$ cat config.mk
export PLATFORM = sky130hd
export DESIGN_NAME = mdio_receptor_p
export DESIGN_NICKNAME = d
export VERILOG_FILES = /design/src/rtl/mdio_receptor_p.sv
export SDC_FILE = /design/constraint.sdc
export NUM_CORES = 1
export LEC_CHECK = 0
export CAP_MARGIN = 20
export CORE_UTILIZATION = 35
export DETAILED_ROUTE_END_ITERATION = 12
export PLACE_DENSITY_LB_ADDON = 0.08
export SETUP_SLACK_MARGIN = 0.3
export SKIP_LAST_GASP = 1
export SYNTH_ARGS = -nofsm -noshare
export SYNTH_HDL_FRONTEND = slang
export SYNTH_SLANG_ARGS = --single-unit
$ cat constraint.sdc
create_clock -name MDC -period 2.85 [get_ports MDC]
set_input_delay 0.285 -clock MDC [delete_from_list [all_inputs] [get_ports MDC]]
set_output_delay 0.285 -clock MDC [all_outputs]
set_load 0.01 [all_outputs]
$ cat src/rtl/mdio_receptor_p.sv
// -----------------------------------------------------------------------------
// mdio_receptor_p
//
// Purpose:
//   MDIO (clause-22 style) management slave. Decodes 32-bit frames from a
//   management controller on the rising edge of MDC. It exposes the decoded
//   register address and write data, and it keeps a small bank of 16-bit
//   registers. Read frames are answered on MDIO_IN. One register is a
//   read-only ID register.
//
//   Frame bits (counted 0..31, every field MSB first):
//     ST 0-1 (01) | OP 2-3 (01 wr, 10 rd) | PHYAD 4-8 | REGAD 9-13 |
//     TA 14-15 | DATA 16-31
//
// Ports:
//   MDC         in   management clock; all logic runs on its rising edge
//   RESET       in   asynchronous reset, active low
//   MDIO_OUT    in   serial data from the controller
//   MDIO_OE     in   controller drive enable (high = controller-driven bit)
//   MDIO_IN     out  serial read data to the controller
//   MDIO_IN_EN  out  high while this block drives MDIO_IN
//   ADDR        out  register address of the current/last accepted frame
//   WR_DATA     out  write data of the current/last accepted frame
//   WR_STB      out  one-cycle write commit pulse
//   MDIO_DONE   out  one-cycle end-of-accepted-frame pulse
//   FRAME_ERR   out  one-cycle pulse on a malformed or aborted frame
// -----------------------------------------------------------------------------
`timescale 1ns/1ps

module mdio_receptor_p #(
    parameter logic [4:0]  PHY_ADDR = 5'd1,
    parameter int          NUM_REGS = 32,
    parameter int          ID_REG   = 3,
    parameter logic [15:0] ID_VALUE = 16'h2AAA,
    parameter bit          BCAST_EN = 1'b1
) (
    input  logic        MDC,
    input  logic        RESET,
    input  logic        MDIO_OUT,
    input  logic        MDIO_OE,
    output logic        MDIO_IN,
    output logic        MDIO_IN_EN,
    output logic [4:0]  ADDR,
    output logic [15:0] WR_DATA,
    output logic        WR_STB,
    output logic        MDIO_DONE,
    output logic        FRAME_ERR
);

    typedef enum logic [2:0] {
        IDLE,
        HDR,
        WDATA,
        RDATA,
        SKIP,
        DONE
    } state_t;

    localparam logic [1:0] OP_WR = 2'b01;
    localparam logic [1:0] OP_RD = 2'b10;

    state_t      state_q, state_d;
    logic [4:0]  cnt_q;       // index of the bit sampled at the next MDC edge
    logic [10:0] sh_q;        // the most recent header bits, newest in [0]
    logic        wr_q;        // accepted frame is a write
    logic [15:0] rd_q;        // read data, shifted out MSB first
    logic        err_d;

    logic [15:0] regs [NUM_REGS];
    logic [15:0] rd_mux;

    // Header fields as seen at the edge that samples bit 13. sh_q then holds
    // bits 2..12, and bit 13 is the live MDIO_OUT.
    logic [1:0]  op_f;
    logic [4:0]  phyad_f;
    logic [4:0]  regad_f;
    logic        addr_hit;

    assign op_f     = sh_q[10:9];
    assign phyad_f  = sh_q[8:4];
    assign regad_f  = {sh_q[3:0], MDIO_OUT};
    assign addr_hit = (phyad_f == PHY_ADDR) ||
                      (BCAST_EN && (phyad_f == 5'd0) && (op_f == OP_WR));

    // Register read mux; an address past the implemented bank reads zero.
    always_comb begin
        rd_mux = 16'h0000;
        for (int i = 0; i < NUM_REGS; i++) begin
            if (ADDR == i[4:0]) rd_mux = regs[i];
        end
    end

    // -------------------------------------------------------------------------
    // Next-state and Moore outputs
    // -------------------------------------------------------------------------
    // NOTE: every signal driven here gets a default first, so no path can
    // leave it unassigned and infer a latch.
    always_comb begin
        state_d   = state_q;
        err_d     = 1'b0;
        MDIO_DONE = 1'b0;
        WR_STB    = 1'b0;

        case (state_q)
            IDLE: begin
                if (MDIO_OE) state_d = HDR;
            end

            HDR: begin
                if (!MDIO_OE) begin
                    err_d   = 1'b1;
                    state_d = IDLE;
                end else if (cnt_q == 5'd1 && {sh_q[0], MDIO_OUT} != 2'b01) begin
                    err_d   = 1'b1;
                    state_d = IDLE;
                end else if (cnt_q == 5'd3 &&
                             ({sh_q[0], MDIO_OUT} == 2'b00 ||
                              {sh_q[0], MDIO_OUT} == 2'b11)) begin
                    err_d   = 1'b1;
                    state_d = IDLE;
                end else if (cnt_q == 5'd13) begin
                    if (!addr_hit)           state_d = SKIP;
                    else if (op_f == OP_RD)  state_d = RDATA;
                    else                     state_d = WDATA;
                end
            end

            WDATA: begin
                if (!MDIO_OE) begin
                    err_d   = 1'b1;
                    state_d = IDLE;
                end else if (cnt_q == 5'd31) begin
                    state_d = DONE;
                end
            end

            RDATA: begin
                if (cnt_q == 5'd31) state_d = DONE;
            end

            SKIP: begin
                if (cnt_q == 5'd31) state_d = IDLE;
            end

            DONE: begin
                MDIO_DONE = 1'b1;
                WR_STB    = wr_q;
                state_d   = IDLE;
            end

            default: state_d = IDLE;
        endcase
    end

    // -------------------------------------------------------------------------
    // State register and frame datapath
    // -------------------------------------------------------------------------
    // NOTE: clocked state is updated with non-blocking assignments only, so
    // every process reads the values from before the edge.
    always_ff @(posedge MDC or negedge RESET) begin
        if (!RESET) begin
            state_q    <= IDLE;
            cnt_q      <= 5'd0;
            sh_q       <= '0;
            wr_q       <= 1'b0;
            rd_q       <= 16'h0000;
            ADDR       <= 5'd0;
            WR_DATA    <= 16'h0000;
            MDIO_IN    <= 1'b0;
            MDIO_IN_EN <= 1'b0;
            FRAME_ERR  <= 1'b0;
        end else begin
            state_q   <= state_d;
            FRAME_ERR <= err_d;

            // The counter follows the frame. It restarts whenever the frame
            // ends or is abandoned, so DONE and IDLE always hold 0.
            cnt_q <= (state_d == IDLE || state_d == DONE) ? 5'd0 : cnt_q + 5'd1;

            if (state_q == IDLE || state_q == HDR) begin
                sh_q <= {sh_q[9:0], MDIO_OUT};
            end

            if (state_q == HDR && (state_d == WDATA || state_d == RDATA)) begin
                ADDR <= regad_f;
                wr_q <= (state_d == WDATA);
            end

            // Data bits 16..31 map to WR_DATA[15..0]; 31-n is ~n[3:0] there.
            if (state_q == WDATA && MDIO_OE && cnt_q[4]) begin
                WR_DATA[~cnt_q[3:0]] <= MDIO_OUT;
            end

            if (state_q == RDATA) begin
                if (cnt_q == 5'd14) begin
                    // Snapshot the register and drive the zero turnaround bit.
                    rd_q       <= rd_mux;
                    MDIO_IN_EN <= 1'b1;
                    MDIO_IN    <= 1'b0;
                end else if (cnt_q == 5'd31) begin
                    MDIO_IN_EN <= 1'b0;
                    MDIO_IN    <= 1'b0;
                end else begin
                    MDIO_IN <= rd_q[15];
                    rd_q    <= {rd_q[14:0], 1'b0};
                end
            end
        end
    end

    // -------------------------------------------------------------------------
    // Register bank. A write commits at the edge that ends DONE. The ID
    // register and addresses past the bank ignore writes.
    // -------------------------------------------------------------------------
    // NOTE: this bank is a set of individually reset flops rather than a RAM.
    // Reset must load known contents (the ID value in particular), and a RAM
    // macro could not be cleared asynchronously.
    always_ff @(posedge MDC or negedge RESET) begin
        if (!RESET) begin
            for (int i = 0; i < NUM_REGS; i++) begin
                regs[i] <= (i == ID_REG) ? ID_VALUE : 16'h0000;
            end
        end else if (WR_STB) begin
            for (int i = 0; i < NUM_REGS; i++) begin
                if (i != ID_REG && ADDR == i[4:0]) regs[i] <= WR_DATA;
            end
        end
    end

endmodule

==> results.yml <==
die:
  die-area_sq_mm: 0.08023
  ios: 30
  die_w_microns: 283.3
  start_util_pct: 35.56
  coreArea_sq_mm: 0.07785
  rows: 102
  die_h_microns: 283.3
timing:
  worst_pin_slew_ps: 930.9
  period_needed_ps: 2684
  setup_viol: 0
  fmax_ghz: 0.3726
  fin_skew_ps: 18.89
  hold_slack_ps: 267.1
  fin_crit_sh_pct: 94.16
  drv_slew: 0
  relSlewSlack_pct: 37.94
  finalHoldViolations: 0
  rsz0062_at_grt: "true"
power:
  power.density_mw_per_mm2: 504.8
  swShare_pct: 22.36
  ir_worst_vdd_mv: 0.3835
  power_mw: 17.76
  clock_power_share_pct: 53.5
  cellLeakagePower_nw: 16.38
  p_switching_mw: 3.971
  p_seq_share_pct: 44.7
  p_int_mw: 13.79
  combPwrFrac_pct: 1.9
layout:
  area_growth_syn_to_layout_pct: 27.06
  fin_nets: 2620
  most-common-layout-cells: "551 x dfrtp_1, 549 x mux2_2, 317 x buf_4, 110 x o21ai_0, 95 x a21oi_1"
  final_common_cell: "dfrtp_1"
  postLayoutCoreUtil_pct: 45.19
  layout-drive-gt1-share_pct: 45.31
  instances_no_fill: 3708
synth:
  ys_seq_area_share_pct: 50.25
  syn_nets: 2345
  synth_xor_area_share_pct: 0.06327
  yosys.area_share.adder_pct: 0.2711
  ys_types: 97
  synth_top_area_share_pct: 50.25
  synthMuxAreaShare_pct: 24.30
  synth_simple_gate_area_share_pct: 8.189
  synth_top_family_by_area: "multiplexers"
  yosysWarnings: 16
  synth_area_per_cell_sq_um: 11.86
  synth_edf_count: 0
  syn-cell-area_sq_mm: 0.02769
  synth_area_leaders: "dfrtp_1 50%, mux2_2 22%, o21ai_0 2.3%"
  synth-compound-area-share_pct: 12.79
  ys.flop_type: "dfrtp_1"
  yosys.area.top_type: "dfrtp_1"
  syn_inst: 2335
  synth_seq_cells: 556
  ys_async_sr_fraction_pct: 100.0
place:
  gp_congestion: 0.9447
  dp_cells: 3513
  dpl.hpwl_mm: 75.76
  portBuffers: 29
routing:
  num_vias: 21749
  drt_iter0_drc: 2142
  drcViolationCount: 0
  drtAntennaViolNets: 0
  vias_per_cell: 5.865
  firstDrtPassIters: 5
  finalWirelength_mm: 112.8
  wl_per_cell_microns: 30.41
worst_setup_path:
  startpoint_type: "flop"
  cp.required_ps: 3350
  cp-end-kind: "flop"
  crit_arrival_ps: 3180
  cp_max_fo: 26
  worstSetupPathType: "reg -> reg"
job:
  maxCapViolations: 0
cts:
  cts_tree: "built"
  clk_path_buf_depth: 3
  path_clk_slew_ps: 60
  clkLatencyLatePin_ps: 630
  htree_levels: 3
  cts_sinks: 556
  cts-buffers-inserted: 69
  clockRootBuffer: "clkbuf_16"
worst_hold_path:
  min_path_type: "in -> async"
global_routing:
  grt_pass1_wl_mm: 163.3
  grt_pass1_vias: 22186
  grt-ovfl-total: 0
  grt_max_degree: 80
  grt_antenna_before_repair: 7
  track_usage_pct: 27.83
run_status:
  status: "finished, final reports clean"
-- cells in the mapped netlist, types with 6 or more instances --
cell       number
a21o_1         14
nand3b_1       13
dfrtp_1       556
o21ai_0       126
o22ai_1        29
nand4_1         6
nor2_2         10
inv_1          20
a32o_1          6
a221o_1         9
nor2b_1        16
o211ai_1       21
nand2b_1       11
and3b_1         7
a21oi_1       107
a221oi_1       32
buf_2          95
a2bb2oi_1       6
and3_1         14
nand2_1        97
a31oi_1        15
o31ai_1         7
nor2_1         97
a32oi_1        12
clkbuf_1       83
ha_1            6
nand3_1        43
a22oi_1        12
o221ai_1       17
buf_4          23
nor3_1         30
mux2i_1        41
a211oi_1       19
o32ai_1        11
nor4_1          8
o21a_1          9
a211o_1        10
nor3_2          6
mux2_2        549
buf_6           8
-- layer usage --
metal  wire length [microns]  share of wire (%)  GRT usage [%]
met1                   50450                 45          39.83
met2                   50460                 45          42.49
met3                    8465                7.5          5.129
met4                    3378                3.0          8.662
met5                      13              0.012              0
-- final timing paths --
check	startpoint	endpoint	slack, ps	cells past startpoint
worst max-delay path	ADDR[1]	rd_q[9]	170	10
worst min-delay path	RESET	regs[381]	270	2
worst max register to register	ADDR[1]	rd_q[9]	170	10
worst min register to register	regs[339]	regs[339]	500	1
max in group asynchronous	RESET	rd_q[10]	1400	3
min in group MDC	MDIO_OE	FRAME_ERR	450	4
-- sequential cells by signal (all words and copies together) (netlist names) --
register,flops
rd_q,16
WR_DATA,16
sh_q,11
MDIO_IN_EN,1
state_q,3
cnt_q,5
MDIO_IN,1
ADDR,5
FRAME_ERR,1
wr_q,1
regs,496
-- area by class of cell --
type	count	area, sq um
Antenna cell	2	5.005
Clock buffer	104	2068
Clock inverter	23	391.6
Fill cell	7279	42670
Inverter	22	95.09
Multi-Input combinational cell	1545	13410
Sequential cell	556	13930
Tap cell	1040	1301
Timing Repair Buffer	416	3985
-- metrics by stage --
stage | area (sq um) | worst slack, ps | TNS (ps)
floorplan | 27690 | 396.8 | 0
global placement | 31220 | -371.6 | -1238
detailed placement | 31220 | -361.3 | -1351
CTS | 34830 | 215.1 | 0
global route | 35170 | 139.3 | 0
finish | 35180 | 166.4 | 0
-- power by group through the flow --
stage	Sequential, mW	Clock [mW]	Combinational [mW]
floorplan	8.07	0	0.0691
global placement	8.07	0	0.330
detailed placement	8.07	0	0.335
CTS	7.93	9.66	0.339
global route	7.93	9.95	0.375
finish	7.93	9.50	0.329
-- timing repair --
action                                 in CTS  in global routing
buffers inserted                           46                 15
resized for setup                         136                 41
hold buffers                                1                  0
endpoints found under the hold margin      55                  0
pin swaps                                  40                 12
gates cloned                                3                  1
setup endpoints to repair                  48                 50
-- cells by family after synthesis --
logic type	after synthesis
buf+inv	234
fa+ha+maj	6
simple gates	416
flops	556
mux	598
xor+xnor	2
compound gates	523
-- worst max-delay path: stages (launching register included) --
cell and delay [ps]:
dfrtp_4 500, buf_12 160, buf_12 170, nand2b_1 160, buf_12 180, nor2_1 70
buf_4 140, a221o_1 400, a2111oi_4 460, buf_4 190, o221ai_1 100
(Power assumes the default switching activity.)
